--- config.mk ---
export PLATFORM = sky130hd
export DESIGN_NAME = background_fill
export DESIGN_NICKNAME = d
export VERILOG_FILES = /design/src/rtl/background_fill_pkg.sv /design/src/rtl/bg_fill_addr_gen.sv /design/src/rtl/background_fill.sv
export SDC_FILE = /design/constraint.sdc
export NUM_CORES = 1
export LEC_CHECK = 0
export CAP_MARGIN = 5
export CORE_MARGIN = 2
export CORE_UTILIZATION = 55
export DETAILED_ROUTE_END_ITERATION = 10
export GPL_TIMING_DRIVEN = 0
export HOLD_SLACK_MARGIN = 0.06
export PLACE_DENSITY = 0.88
export SKIP_LAST_GASP = 1
export SYNTH_ARGS = -nofsm -noshare
export SYNTH_HDL_FRONTEND = slang
export SYNTH_SLANG_ARGS = --single-unit
--- constraint.sdc ---
create_clock -name clk -period 5.5 [get_ports clk]
set_input_delay 1.1 -clock clk [delete_from_list [all_inputs] [get_ports clk]]
set_output_delay 1.1 -clock clk [all_outputs]
set_load 0.005 [all_outputs]
--- src/rtl/background_fill_pkg.sv ---
// Shared constants, widths and FSM encoding for the background RAM fill engine.
package background_fill_pkg;

    localparam int NUMBER_COLORS = 10;
    localparam int WIDTH         = 320;
    localparam int HEIGHT        = 240;

    localparam int CW = $clog2(NUMBER_COLORS) + 1;
    localparam int AW = $clog2(WIDTH * HEIGHT);
    localparam int XW = 9;
    localparam int YW = 8;

    localparam logic [XW-1:0] X_MAX    = XW'(WIDTH - 1);
    localparam logic [YW-1:0] Y_MAX    = YW'(HEIGHT - 1);
    localparam logic [AW-1:0] COL_STEP = AW'(HEIGHT);

    typedef enum logic [1:0] {
        IDLE,
        SETUP,
        FILL,
        DONE
    } fill_state_t;

    // Column-major RAM address; only used once per command, in SETUP.
    function automatic logic [AW-1:0] pixel_addr(
        input logic [XW-1:0] x,
        input logic [YW-1:0] y
    );
        return AW'(y) + AW'(x) * COL_STEP;
    endfunction

endpackage

--- src/rtl/bg_fill_addr_gen.sv ---
// Rectangle walker: y fastest, x outer, column-major address kept incrementally.
module bg_fill_addr_gen
    import background_fill_pkg::*;
(
    input  logic          clk,
    input  logic          rst_n,
    input  logic          load,
    input  logic          step,
    input  logic [AW-1:0] base,
    input  logic [XW-1:0] x0,
    input  logic [XW-1:0] x1,
    input  logic [YW-1:0] y0,
    input  logic [YW-1:0] y1,
    output logic [AW-1:0] addr,
    output logic          last
);

    logic [XW-1:0] x;
    logic [XW-1:0] x_hi;
    logic [YW-1:0] y;
    logic [YW-1:0] y_lo;
    logic [YW-1:0] y_hi;
    logic [AW-1:0] col_base;
    logic          col_end;

    assign col_end = (y == y_hi);
    assign last    = col_end && (x == x_hi);

    always_ff @(posedge clk or negedge rst_n) begin
        if (!rst_n) begin
            x        <= '0;
            x_hi     <= '0;
            y        <= '0;
            y_lo     <= '0;
            y_hi     <= '0;
            col_base <= '0;
            addr     <= '0;
        end else begin
            unique case (1'b1)
                load: begin
                    x        <= x0;
                    x_hi     <= x1;
                    y        <= y0;
                    y_lo     <= y0;
                    y_hi     <= y1;
                    col_base <= base;
                    addr     <= base;
                end
                step && !col_end: begin
                    y    <= y + 1'b1;
                    addr <= addr + 1'b1;
                end
                // Next column starts one full column past this one's start.
                step && col_end: begin
                    x        <= x + 1'b1;
                    y        <= y_lo;
                    col_base <= col_base + COL_STEP;
                    addr     <= col_base + COL_STEP;
                end
                default: ;
            endcase
        end
    end

endmodule

--- src/rtl/background_fill.sv ---
// Rectangle-fill write engine for the background frame RAM write port.
module background_fill
    import background_fill_pkg::*;
(
    input  logic          clk,
    input  logic          rst_n,
    input  logic          cmd_valid,
    output logic          cmd_ready,
    input  logic [XW-1:0] cmd_x0,
    input  logic [YW-1:0] cmd_y0,
    input  logic [XW-1:0] cmd_x1,
    input  logic [YW-1:0] cmd_y1,
    input  logic [CW-1:0] cmd_color,
    output logic          we,
    output logic [AW-1:0] waddr,
    output logic [CW-1:0] din,
    output logic          busy,
    output logic          done
);

    fill_state_t   state;
    logic [XW-1:0] x0_q;
    logic [XW-1:0] x1_q;
    logic [YW-1:0] y0_q;
    logic [YW-1:0] y1_q;
    logic [CW-1:0] color_q;

    logic [XW-1:0] x1c;
    logic [YW-1:0] y1c;
    logic [AW-1:0] base;
    logic          empty;
    logic          gen_load;
    logic          gen_step;
    logic          gen_last;

    assign cmd_ready = (state == IDLE);
    assign busy      = (state == SETUP) || (state == FILL);

    assign x1c   = (x1_q > X_MAX) ? X_MAX : x1_q;
    assign y1c   = (y1_q > Y_MAX) ? Y_MAX : y1_q;
    assign empty = (x0_q > x1c) || (y0_q > y1c) ||
                   (x0_q > X_MAX) || (y0_q > Y_MAX);
    assign base  = pixel_addr(x0_q, y0_q);

    assign gen_load = (state == SETUP) && !empty;
    assign gen_step = (state == FILL) && !gen_last;

    bg_fill_addr_gen u_addr_gen (
        .clk   (clk),
        .rst_n (rst_n),
        .load  (gen_load),
        .step  (gen_step),
        .base  (base),
        .x0    (x0_q),
        .x1    (x1c),
        .y0    (y0_q),
        .y1    (y1c),
        .addr  (waddr),
        .last  (gen_last)
    );

    always_ff @(posedge clk or negedge rst_n) begin
        if (!rst_n) begin
            state   <= IDLE;
            x0_q    <= '0;
            x1_q    <= '0;
            y0_q    <= '0;
            y1_q    <= '0;
            color_q <= '0;
            we      <= 1'b0;
            din     <= '0;
            done    <= 1'b0;
        end else begin
            case (state)
                IDLE: begin
                    done <= 1'b0;
                    if (cmd_valid) begin
                        x0_q    <= cmd_x0;
                        x1_q    <= cmd_x1;
                        y0_q    <= cmd_y0;
                        y1_q    <= cmd_y1;
                        color_q <= cmd_color;
                        state   <= SETUP;
                    end
                end
                SETUP: begin
                    if (empty) begin
                        done  <= 1'b1;
                        state <= DONE;
                    end else begin
                        we    <= 1'b1;
                        din   <= color_q;
                        state <= FILL;
                    end
                end
                // we stays high; the walker advances until the last pixel is out.
                FILL: begin
                    if (gen_last) begin
                        we    <= 1'b0;
                        done  <= 1'b1;
                        state <= DONE;
                    end
                end
                DONE: begin
                    done  <= 1'b0;
                    state <= IDLE;
                end
                default: state <= IDLE;
            endcase
        end
    end

endmodule

# Yosys cells after proc, flatten, opt, wreduce, memory -nomap -nowiden
# Cells that the tools add are included.
# word_totals
ff_bits,124
word_cells,76
# classes
n_addsub,5
mul,1
magnitude_cmp,6
n_eq_ne,9
mux,16
n_bitwise,1
reduce_logical,22
# ops
operator,n
case mux 17 bit (3 select lines),1
case mux 17 bit (2 select lines),1
case mux 8 bit (3 select lines),1
> comparator 9 bit (second input constant),2
case mux 9 bit (2 select lines),1
adder 17 x 1 -> 17 bit (second input constant),1
adder 17 x 8 -> 17 bit (second input constant),1
adder 8 x 17 -> 17 bit,1
> comparator 8 bit (second input constant),2
multiplier 9 x 4 -> 13 bit (second input constant),1
adder 9 x 1 -> 9 bit (second input constant),1
== test 9 bit,1
> comparator 9 bit,1
2-to-1 mux 9 bit,1
adder 8 x 1 -> 8 bit (second input constant),1
== test 8 bit,1
> comparator 8 bit,1
2-to-1 mux 8 bit,1
inequality test 2 bit (second input constant),4
case mux 2 bit (4 select lines),1
AND reduction 2 bit,4
logical AND 1 bit,5
2-to-1 mux 1 bit,5
== test 2 bit (second input constant),2
other kinds (12),19

# Longest topological paths before layout
# Gate-level depths: netlist of run 1.
# depth
depth_word,9
depth_mapped,14
depth_no_buf,13

# Hierarchy
# Synthesis of run 1 repeated with hierarchy kept, for this count alone.
# hier_totals
cells_unflattened,801
area_unflattened_um2,8124.0
# by_module_without_submodules
module,instances,cells_per_inst,area_each_um2
bg_fill_addr_gen,1,466,4454.3
background_fill,1,335,3669.8

# Worst setup path before layout of run 1
# OpenSTA, ideal clock, no wires.
# synth_timing
path_type,reg2reg
startpoint,register x0_q[3]
endpoint,register u_addr_gen.addr[13]
setup_time_ps,131
t_arrival_ps,3540
setup_slack_ps,1828
path_stages_with_launch,14
path_buffers,0
synth_period_minus_slack_ps,3672
cell_sequence,dfrtp_1 inv_1 fa_1 fa_1 inv_1 ha_1 a21o_1 a221oi_1 xnor2_1 nand2_1 nor2_1 xor2_1 o22ai_1 or3_1
# synth_via
elab_chain_cells,7
elab_cells_between_ends,11
# synth_lines
item,line_no,source
"start, declared",background_fill.sv:22,logic [XW-1:0] x0_q;
"start signal, assigned",background_fill.sv:78,x0_q <= cmd_x0;
branches (longest 7 deep; another with adder 8 x 17 -> 17 bit),--,
"end signal, assigned",bg_fill_addr_gen.sv:47,addr <= base;
"end signal, assigned",bg_fill_addr_gen.sv:51,addr <= addr + 1'b1;
"end signal, assigned",bg_fill_addr_gen.sv:58,addr <= col_base + COL_STEP;
"end, declared",bg_fill_addr_gen.sv:14,"output logic [AW-1:0] addr,"
# Several ways; the timed one is not identified.
# A chain may end at the register's enable or synchronous reset.

# Worst setup path after layout of run 1
# layout_timing
startpoint,register x0_q[4]
endpoint,register u_addr_gen.addr[13]
# The elaborated chain is that of the path after synthesis.

==> run summary, run 1 <==
LOGIC SYNTHESIS
-----------------------------------------------------------------------------------------
Number of distinct library cells after synthesis                                       68
Cell type with the highest aggregate area in the netlist                          dfrtp_1
Leading cell types by total area after synthesis                             dfrtp_1 40%, ha_1 8.1%, mux2_2 6.2%
Synthesized Nets                                                                      918
Average size of a mapped cell                                                    9.68 um2
Synth Cell Area                                                                  7840 um2
Primary FF master, synth                                                          dfrtp_1
Proportion of register bits with asynchronous set or reset after synthesis           100%
Count of flip-flops with a built-in enable after synthesis                              0
Top cell type's share of synthesized area                                           39.6%
Sequential cell area fraction in the yosys report                                   39.6%
Synth Instances                                                                       809
Yosys warnings                                                                          0
#FFs+latches synth                                                                    124

CRITICAL PATH
-----------------------------------------------------------------------------------------
Critical path origin                                                         x0_q[4]$_DFFE_PN0P_
Data arrival time at the worst-slack endpoint                                     4.51 ns
Worst R2R Setup Slack                                                             1.29 ns
Cell at the slowest stage of the critical path                                    dfrtp_1
Kind of launch point of the worst setup path                                         flop
Crit Path Category                                                           flop to flop
Highest fanout seen on the critical path                                                7
Gate family responsible for the most delay along the worst path               adder cells
Count of cells along the worst register-to-register path                               13
Largest incremental delay on the critical path                                    0.56 ns
Reg2reg end                                                                  u_addr_gen.addr[13]$_DFFE_PN0P_
Launch point of the worst reg-to-reg path                                    x0_q[4]$_DFFE_PN0P_
Total buffers and inverters traversed by the critical path                              2
Required time at the endpoint of the critical path                                5.80 ns
Type of destination of the critical path                                             flop
Cell breakdown of the critical path                                          inv_1 > fa_1 > fa_1 > inv_1 > ha_1 > a21o_1 > a221oi_1 > xnor2_1 > nand2_1 > nor2_1 > xor2_1 > o22ai_1 > or3_1

STA
-----------------------------------------------------------------------------------------
Post-route worst hold slack                                                      0.469 ns
Number of max-slew violations in the final report                                       0
Min Clock Period, post-route                                                      4.21 ns
Number of hold violations in the final report                                           0
Final setup vio count                                                                   0
Period Utilization, post-route                                                      76.6%
Max transition margin                                                               54.3%
Slew at the pin closest to its max-slew limit                                    0.683 ns
Fmax                                                                              237 MHz
Unrepaired setup endpoints after global routing                                     false
Worst clock skew                                                               0.00614 ns

MIN PATH
-----------------------------------------------------------------------------------------
Destination of the worst hold path                                           din[0]$_DFFE_PN0P_
Startpoint of the worst hold path                                            color_q[0]$_DFFE_PN0P_
Hold Path Stages                                                                        2
Hold WC Path Type                                                            flop to flop

FINISH
-----------------------------------------------------------------------------------------
Count of non-filler cells in the finished layout                                    1,088
End-of-flow core utilization                                                        67.4%
Layout cells sized above 1                                                          12.0%
Final std cell area, no fill                                                     9360 um2
Area growth from synthesis to layout                                                19.5%
Multi-input gate area                                                            4410 um2
Number of nets in the layout                                                        1,005
Sequential cell area                                                             3100 um2
Most common library cell in the layout ignoring fill and taps                     dfrtp_1
Number of filler instances in the final layout                                      1,045
Antenna diode count                                                                     0
Top library cells by usage in the layout, fill and taps aside                124 x dfrtp_1, 110 x nand2_1, 66 x clkdlybuf4s50_1

DIE
-----------------------------------------------------------------------------------------
Initial Util                                                                        56.4%
Vertical extent of the die                                                         123 um
DIE AREA                                                                       15,200 um2
Horizontal die dimension                                                           123 um
Number of I/O pins                                                                     68
Number of cell rows                                                                    43
Core outline area                                                              13,900 um2

GLOBAL ROUTE
-----------------------------------------------------------------------------------------
Maximum number of pins on one net before global-route repair                           64
GRT Overall Usage                                                                   28.4%
Initial antenna violation count                                                         0
First-pass GRT wire length                                                      33,300 um
Most crowded layer after global routing                                              met2
Via count of the first global-routing pass                                          6,810
Met2 demand-to-capacity share in global routing                                     45.7%
Remaining global-route overflow                                                         0
Met3 Usage GRT                                                                      7.43%
M1 GR Usage                                                                         36.0%

CTS
-----------------------------------------------------------------------------------------
Later-pin clock latency in the skew report                                        0.43 ns
Number of buffers inserted for hold repair after clock tree synthesis                   0
Clock tree root buffer cell                                                     clkbuf_16
Clock buffers created by TritonCTS                                                     17
Buffer depth of the longest clock path                                                  2
Number of H-tree levels                                                                 4
Register clock-pin slew on the reported worst setup and hold paths                0.06 ns
Clock sink count                                                                      124
CTS tree                                                                            built
Number of gates resized after cts                                                       0
Number of buffers inserted to repair setup after CTS                                    0

DRT
-----------------------------------------------------------------------------------------
Count of antenna-violating nets left after detailed routing                             0
DR iter-0 viols                                                                       509
Number of detailed-route iterations in the first pass                                   7
Via density per instance                                                             6.12
Via total after detailed routing                                                    6,662
Final Routed Wirelength                                                         20,400 um
Avg WL per Cell                                                                   18.7 um
Post-route DRC violation count                                                          0

PLACEMENT
-----------------------------------------------------------------------------------------
Number of cells after detailed placement                                            1,057
# port buffers                                                                         67
HPWL reported at the end of detailed placement                                  14,400 um
Placer Congestion                                                                   0.926
Cell Area, Placed                                                                8760 um2

FLOW RUN
-----------------------------------------------------------------------------------------
Count of maximum capacitance violations                                                 0

STATUS
-----------------------------------------------------------------------------------------
Result of the run                                                            finished, final reports clean

cell usage after synthesis, drive strengths merged (6+ instances only):
library cell / instances
xor2: 33
o221ai: 7
o21ai: 50
nand2: 112
inv: 45
a221o: 7
fa: 16
nand4: 8
dfrtp: 124
or3: 6
and3: 13
mux2: 43
a21o: 11
nor3b: 6
o22ai: 6
a21oi: 41
nor2: 53
a221oi: 7
nand3: 33
buf: 19
clkbuf: 10
ha: 51
o211ai: 6
xnor2: 28
nor3: 13
logic make-up (layout without fill, tap and decap cells):
| group | Yosys count | in the layout | share of synthesized area [%] |
|---|---|---|---|
| compound gates | 169 | 169 | 14.2 |
| xor+xnor | 61 | 61 | 6.82 |
| fa+ha+maj | 67 | 67 | 12.2 |
| buf+inv | 74 | 173 | 4.10 |
| flops | 124 | 124 | 39.6 |
| mux | 44 | 44 | 6.31 |
| simple gates | 270 | 270 | 16.7 |
worst max-delay path by stage:
stage,end,cells after the start
2_1_floorplan,u_addr_gen.addr[13]$_DFFE_PN0P_,13
3_3_place_gp,x0_q[4]$_DFFE_PN0P_,1
3_5_place_dp,u_addr_gen.addr[13]$_DFFE_PN0P_,13
4_1_cts,u_addr_gen.addr[13]$_DFFE_PN0P_,13
5_1_grt,u_addr_gen.addr[13]$_DFFE_PN0P_,13
6_report,u_addr_gen.addr[13]$_DFFE_PN0P_,13
through the flow:
stage | worst slack [ns] | TNS [ns]
2_1_floorplan | 1.83 | 0
3_3_place_gp | -1.50 | -184.40
3_5_place_dp | 1.32 | 0
4_1_cts | 1.30 | 0
5_1_grt | 1.06 | 0
6_report | 1.29 | 0
cell type report:
| type | instances | area share, % |
|---|---|---|
| plain buffers | 29 | 1.63 |
| inverters | 45 | 1.80 |
| repair buffers | 68 | 7.47 |
| well taps | 180 | 2.41 |
| flip-flops and latches | 124 | 33.2 |
| clock inverters | 11 | 1.54 |
| multi-input cells | 611 | 47.1 |
| clock buffers | 20 | 4.88 |
worst min-delay path, cell delays in order (launching register included):
cell     delay [ns]
dfrtp_1        0.34
nand2_1        0.05
nand2_1        0.05
flip-flops by register name, summed over array words and instances, names as in the netlist:
name	count
u_addr_gen.addr	17
u_addr_gen.col_base	17
u_addr_gen.x	9
u_addr_gen.x_hi	9
x0_q	9
x1_q	9
u_addr_gen.y	8
u_addr_gen.y_hi	8
u_addr_gen.y_lo	8
y0_q	8
y1_q	8
color_q	5
din	5
state	2
done	1
we	1
routing by layer:
metal,part of all wire (%),up-vias
met3,8.2,63
met4,2.7,0
met1,41,3240
met5,0,-
li1,-,3035
met2,48,324
Power of run 1 is left out: the tool's default activity adds up to more than one toggle a clock period on the data nets, which glitch-free logic cannot reach.
==> run 2: changes to the inputs <==
--- a/config.mk
+++ b/config.mk
@@ -7,11 +7,11 @@
 export LEC_CHECK = 0
 export CAP_MARGIN = 5
 export CORE_MARGIN = 2
-export CORE_UTILIZATION = 55
+export CORE_UTILIZATION = 53
 export DETAILED_ROUTE_END_ITERATION = 10
 export GPL_TIMING_DRIVEN = 0
 export HOLD_SLACK_MARGIN = 0.06
-export PLACE_DENSITY = 0.88
+export PLACE_DENSITY = 0.89
 export SKIP_LAST_GASP = 1
 export SYNTH_ARGS = -nofsm -noshare
 export SYNTH_HDL_FRONTEND = slang
==> constraint.sdc (replaced) <==
create_clock -name clk -period 3.4 [get_ports clk]
set_input_delay 0.68 -clock clk [delete_from_list [all_inputs] [get_ports clk]]
set_output_delay 0.68 -clock clk [all_outputs]
set_load 0.005 [all_outputs]
==> run summary, run 2 (synthesis gave the netlist of run 1 again) <==
STA
------------------------------------------------------------------------------------
Number of hold violations in the final report                                      0
Fmax                                                                         262 MHz
Total negative slack for setup checks                                       -3.03 ns
Number of max-slew violations in the final report                                  0
Slew at the pin closest to its max-slew limit                               0.785 ns
Min setup slack post-route                                                 -0.423 ns
Unrepaired setup endpoints after global routing                                 true
Final setup vio count                                                             13
Min Clock Period, post-route                                                 3.82 ns
Period Utilization, post-route                                                  112%
Worst clock skew                                                           0.0101 ns
Post-route worst hold slack                                                 0.149 ns
Max transition margin                                                          47.7%

PLACEMENT
------------------------------------------------------------------------------------
Number of cells after detailed placement                                       1,061
# port buffers                                                                    67
HPWL reported at the end of detailed placement                             14,700 um
Placer Congestion                                                              0.919

DRT
------------------------------------------------------------------------------------
DR iter-0 viols                                                                  828
Count of antenna-violating nets left after detailed routing                        0
Via density per instance                                                        6.28
Avg WL per Cell                                                              20.1 um
Post-route DRC violation count                                                     0
Final Routed Wirelength                                                    22,300 um
Number of detailed-route iterations in the first pass                              6
Via total after detailed routing                                               6,981

CTS
------------------------------------------------------------------------------------
Number of buffers inserted for hold repair after clock tree synthesis              0
Clock tree root buffer cell                                                clkbuf_16
CTS tree                                                                       built
Later-pin clock latency in the skew report                                   0.43 ns
Number of H-tree levels                                                            4
Buffer depth of the longest clock path                                             2
Register clock-pin slew on the reported worst setup and hold paths           0.06 ns
Clock sink count                                                                 124
Clock buffers created by TritonCTS                                                17

GLOBAL ROUTE
------------------------------------------------------------------------------------
Initial antenna violation count                                                    0
First-pass GRT wire length                                                 35,300 um
Maximum number of pins on one net before global-route repair                      87
Remaining global-route overflow                                                    0
Via count of the first global-routing pass                                     7,097
GRT Overall Usage                                                              28.2%

CRITICAL PATH
------------------------------------------------------------------------------------
Termination of the worst setup path                                     u_addr_gen.col_base[15]$_DFFE_PN0P_
Data arrival time at the worst-slack endpoint                                4.17 ns
Critical path origin                                                    x0_q[2]$_DFFE_PN0P_
Kind of launch point of the worst setup path                                    flop
Reg2reg end                                                             u_addr_gen.col_base[15]$_DFFE_PN0P_
Required time at the endpoint of the critical path                           3.75 ns
Worst R2R Setup Slack                                                       -0.42 ns
Count of cells along the worst register-to-register path                          12
Launch point of the worst reg-to-reg path                               x0_q[2]$_DFFE_PN0P_
Highest fanout seen on the critical path                                           4
Crit Path Category                                                      flop to flop
Type of destination of the critical path                                        flop

FINISH
------------------------------------------------------------------------------------
Area growth from synthesis to layout                                           24.1%
Layout cells sized above 1                                                     18.7%
Count of non-filler cells in the finished layout                               1,111
Regs by FF count                                                        u_addr_gen.addr: 17 flops, u_addr_gen.col_base: 17 flops
Antenna diode count                                                                0
Top library cells by usage in the layout, fill and taps aside           116 x dfrtp_1, 110 x nand2_1, 66 x clkdlybuf4s50_1
Number of filler instances in the final layout                                 1,008
Number of nets in the layout                                                   1,023
Most common library cell in the layout ignoring fill and taps                dfrtp_1

DIE
------------------------------------------------------------------------------------
Core outline area                                                         14,500 um2
Vertical extent of the die                                                    126 um
Number of cell rows                                                               44
Number of I/O pins                                                                68
DIE AREA                                                                  15,800 um2
Horizontal die dimension                                                      126 um
Initial Util                                                                   54.1%

STATUS
------------------------------------------------------------------------------------
Failing checks                                                          setup timing
Result of the run                                                       finished, violations left

FLOW RUN
------------------------------------------------------------------------------------
Count of maximum capacitance violations                                            0

MIN PATH
------------------------------------------------------------------------------------
Hold WC Path Type                                                       input pin to async pin

==> run 2: layout make-up <==
type                            instances  area (um2)  area share (%)
Inverter                               45         176            1.81
Tap cell                              184         230            2.37
Multi-Input combinational cell        611        4620            47.5
Clock buffer                           22         474            4.88
Buffer                                 29         156            1.61
Timing Repair Buffer                   86         838            8.62
Sequential cell                       124        3110            32.0
Clock inverter                         10         114            1.17
==> run 2: per-layer routing <==
layer / vias up / GRT usage [%] / wire length (um)
met5: - / 0 / 0
met4: 0 / 15.0 / 1170
met3: 127 / 7.79 / 2100
met2: 427 / 44.9 / 10400
met1: 3364 / 34.9 / 8600
li1: 3063 / - / -
==> run 2: worst min-delay path by stage <==
stage	cells past startpoint	slack [ns]	from	end
finish	1	0.15	rst_n	u_addr_gen.addr[1]$_DFFE_PN0P_
global route	1	0.18	rst_n	u_addr_gen.col_base[1]$_DFFE_PN0P_
CTS	1	0.15	rst_n	u_addr_gen.col_base[1]$_DFFE_PN0P_
detailed placement	2	0.46	color_q[2]$_DFFE_PN0P_	din[2]$_DFFE_PN0P_
global placement	2	0.44	color_q[3]$_DFFE_PN0P_	din[3]$_DFFE_PN0P_
floorplan	0	0.38	rst_n	color_q[0]$_DFFE_PN0P_
==> run 2: worst max-delay path, stage by stage (launching register included) <==
cell       delay [ns]
dfrtp_2          0.48
fa_1             0.52
fa_1             0.53
fa_2             0.39
a21o_1           0.23
a21oi_2          0.21
xnor2_2          0.20
o2111ai_4        0.21
buf_4            0.20
nor4b_4          0.24
xor2_1           0.30
o21ai_1          0.09
a21oi_1          0.14
==> run 2: metrics by stage <==
stage	area [um2]	util, %	setup slack (ns)
floorplan	7910	-	-0.0541
global placement	8810	60.9	-3.68
detailed placement	8840	61.1	-0.565
CTS	9610	66.4	-0.255
global route	9720	67.2	-0.489
finish	9720	67.2	-0.423
==> run 2: repair_timing <==
action                     CTS  global route
setup buffers               14             4
gates resized for setup     22            18
pin swaps                   15            12
setup endpoints to repair   17            54
Power of run 2 is left out for the same reason.
